## config.mk

```make
export PLATFORM = sky130hd
export DESIGN_NAME = axis_keep_decode
export DESIGN_NICKNAME = d
export VERILOG_FILES = /design/src/rtl/axis_traffic_checker_keep_decode.sv
export SDC_FILE = /design/constraint.sdc
export NUM_CORES = 1
export LEC_CHECK = 0
export CELL_PAD_IN_SITES_DETAIL_PLACEMENT = 0
export CELL_PAD_IN_SITES_GLOBAL_PLACEMENT = 2
export CORE_MARGIN = 1
export CORE_UTILIZATION = 39
export DETAILED_ROUTE_END_ITERATION = 16
export DONT_BUFFER_PORTS = 1
export PLACE_DENSITY_LB_ADDON = 0.2
export SLEW_MARGIN = 20
export SYNTH_ARGS = -nofsm -noshare
export SYNTH_HDL_FRONTEND = slang
export SYNTH_SLANG_ARGS = --single-unit
```

## constraint.sdc

```tcl
create_clock -name vclk -period 10.7
set_clock_uncertainty 0.15 [all_clocks]
set_input_delay 1.605 -clock vclk [all_inputs]
set_output_delay 1.605 -clock vclk [all_outputs]
set_load 0.05 [all_outputs]
```

## src/rtl/axis_traffic_checker_keep_decode.sv

```systemverilog
// Combinational tkeep decode: contiguity from lane 0, all-ones flag and enabled-byte count.
// An all-zero mask counts as contiguous.
module axis_keep_decode #(
  parameter int BYTES = 64,
  parameter int CNT_W = $clog2(BYTES + 1)
) (
  input  logic [BYTES-1:0] keep,
  output logic             contiguous,
  output logic             all_ones,
  output logic [CNT_W-1:0] count
);

  always_comb begin
    count = '0;
    for (int j = 0; j < BYTES; j++) begin
      count = count + CNT_W'(keep[j]);
    end
  end

  assign contiguous = ((keep & (keep + BYTES'(1))) == '0);
  assign all_ones   = &keep;

endmodule

```

==> impl_metrics.env <==
export IMPL_row_count=30
export IMPL_final_seq_area_um2=0
export IMPL_critPathArrivalTime_ns=7.55
export IMPL_multi_input_area_mm2=0.00238
export IMPL_setup_viol=0
export IMPL_antenna_found_initial=0
export IMPL_min_period_over_period=0.870
export IMPL_slew_headroom=0.271
export IMPL_ys_types=46
export IMPL_syn_nets=483
export IMPL_crit_chain="inv_1 -> fa_1 -> inv_1 -> fa_1 -> fa_1 -> inv_1 -> fa_1 -> inv_1 -> fa_1 -> fa_1 -> fa_1 -> inv_1 -> fa_1 -> fa_1 -> inv_1 -> a21oi_1 -> o21bai_1 -> xor2_1"
export IMPL_post_cts_setup_buffer_count=0
export IMPL_dieHeight_um=86.8
export IMPL_critPathMaxFanout=5
export IMPL_max_slew_worst_pin_slew_ns=1.09
export IMPL_worst_setup_path_end_kind="output port"
export IMPL_crit_end="count[4]"
export IMPL_gp_congestion=0.903
export IMPL_io_buffers=0
export IMPL_grt_usage=0.230
export IMPL_design_die_area_mm2=0.00753
export IMPL_finalCriticalPeriod_ns=9.31
export IMPL_n_antenna_cell=0
export IMPL_crit_slowest_cell="xor2_1"
export IMPL_drcViolationCount=0
export IMPL_seq_area_frac_synth=0
export IMPL_fin_setup_tns_ns=0
export IMPL_avgSynthCellArea_um2=8.05
export IMPL_fmax_ghz=0.107
export IMPL_ys_warn_count=0
export IMPL_netlist_area_mm2=0.00280
export IMPL_cts_hold_buf=0
export IMPL_status="complete, no violations"
export IMPL_cpMostUsedCell="fa_1"
export IMPL_drv_cap=0
export IMPL_hold_class="input port to output port"
export IMPL_fill_cells=745
export IMPL_drive_gt1_frac=0.0516
export IMPL_cts_resized=0
export IMPL_synth_area_leaders="fa_1, inv_1, ha_1"
export IMPL_first_iter_violations=214
export IMPL_wl_per_cell_um=18.1
export IMPL_wl_met1_um=3720
export IMPL_crit_type="input port to output port"
export IMPL_num_io_pins=73
export IMPL_grt_pass1_vias=2554
export IMPL_yosysTopAreaCellShare=0.386
export IMPL_grt_pass1_wl_um=13300
export IMPL_yosysTopAreaCell="fa_1"
export IMPL_route_met3_wl_um=696
export IMPL_slew_viol_final=0
export IMPL_hold_violations=0
export IMPL_crit_start="keep[35]"
export IMPL_seq_cells=0
export IMPL_core_mm2=0.00687
export IMPL_die_w_um=86.8
export IMPL_dp_final_hpwl_um=7270
export IMPL_critPathLaunchType="input port"
export IMPL_hp_start="keep[63]"
export IMPL_wl_met2_um=3620
export IMPL_postSynthCellCount=348
export IMPL_highest_layer="met4"
export IMPL_avgViaCountPerCell=5.58
export IMPL_ant_nets=0
export IMPL_rsz0062_at_grt="no"
export IMPL_critical_path_max_stage_delay_ns=0.80
export IMPL_drtPass1Iterations=4
export IMPL_syn_to_final_growth_pct=4.69
export IMPL_required_ns=8.95
export IMPL_initial_core_util=0.408
export IMPL_vias=2484
export IMPL_grt_max_degree=14
export IMPL_routed_wl_um=8070
export IMPL_nets=486
export IMPL_grt_ovfl_total=0
export IMPL_clock_buffers=0
[stage by stage]
| stage | std cells | worst slack, ns | cell area, µm² | hold slack [ns] | utilization |
|---|---|---|---|---|---|
| 6_report | 445 | 1.39 | 2930 | 3.25 | 0.427 |
| 5_1_grt | 445 | 1.15 | 2930 | 3.28 | 0.427 |
| 4_1_cts | 445 | 1.36 | 2930 | 3.25 | 0.427 |
| 3_5_place_dp | 445 | 1.36 | 2930 | 3.25 | 0.427 |
| 3_3_place_gp | 445 | 1.40 | 2930 | 3.25 | 0.427 |
| 2_1_floorplan | 348 | 1.36 | 2800 | 3.30 | - |
[cells by family after synthesis]
logic type | share of synthesized area
simple gates | 0.226
compound gates | 0.148
fa+ha+maj | 0.462
xor+xnor | 0.0125
buf+inv | 0.151
[layout make-up]
type,count,area share
inverters,106,0.137
multi-input cells,239,0.812
well taps,96,0.0410
repair buffers,4,0.0102
[worst max-delay path, delay by kind of cell]
kind / cells / cell delay, ns
buf+inv: 6 / 0.34
compound gates: 2 / 0.27
xor+xnor: 1 / 0.80
fa+ha+maj: 9 / 4.53
[layout by cell type, fill, tap and decap left out, drive strengths merged, types with 2 or more instances in the layout]
cell type / instances
and4: 2
o41ai: 4
nand2: 17
ha: 17
fa: 54
o2111ai: 2
o21a: 2
xnor2: 2
nand4: 30
a221oi: 4
o21ai: 13
o21bai: 3
nor2: 13
nor4: 7
nor3: 6
a21oi: 15
inv: 105
o31ai: 7
buf: 4
a41oi: 3
xor2: 2
or3: 3
nand3: 21
[metal layers]
metal	global-route usage	vias up
li1	-	1175
met1	0.351	1198
met2	0.355	107
met3	0.0410	4
met4	0.0121	0
met5	0	-
[Yosys cell counts, drive strengths merged (2+ instances only)]
cell	instances
inv	105
fa	54
nand4	30
nand3	21
ha	17
nand2	17
a21oi	15
nor2	13
o21ai	13
nor4	7
o31ai	7
nor3	6
a221oi	4
o41ai	4
a41oi	3
buf	3
o21bai	3
or3	3
and4	2
o2111ai	2
o21a	2
xnor2	2
xor2	2
[worst min-delay path by stage]
stage	endpoint	slack (ns)	depth (start not counted)
final	all_ones	3.25	2
after CTS	all_ones	3.25	2
after floorplan	all_ones	3.30	2
after detailed placement	all_ones	3.25	2
after global placement	all_ones	3.25	2
after global routing	all_ones	3.28	2
Power is not shown: default switching activity piles up to over one toggle a cycle in this logic, so the estimate is an artifact.
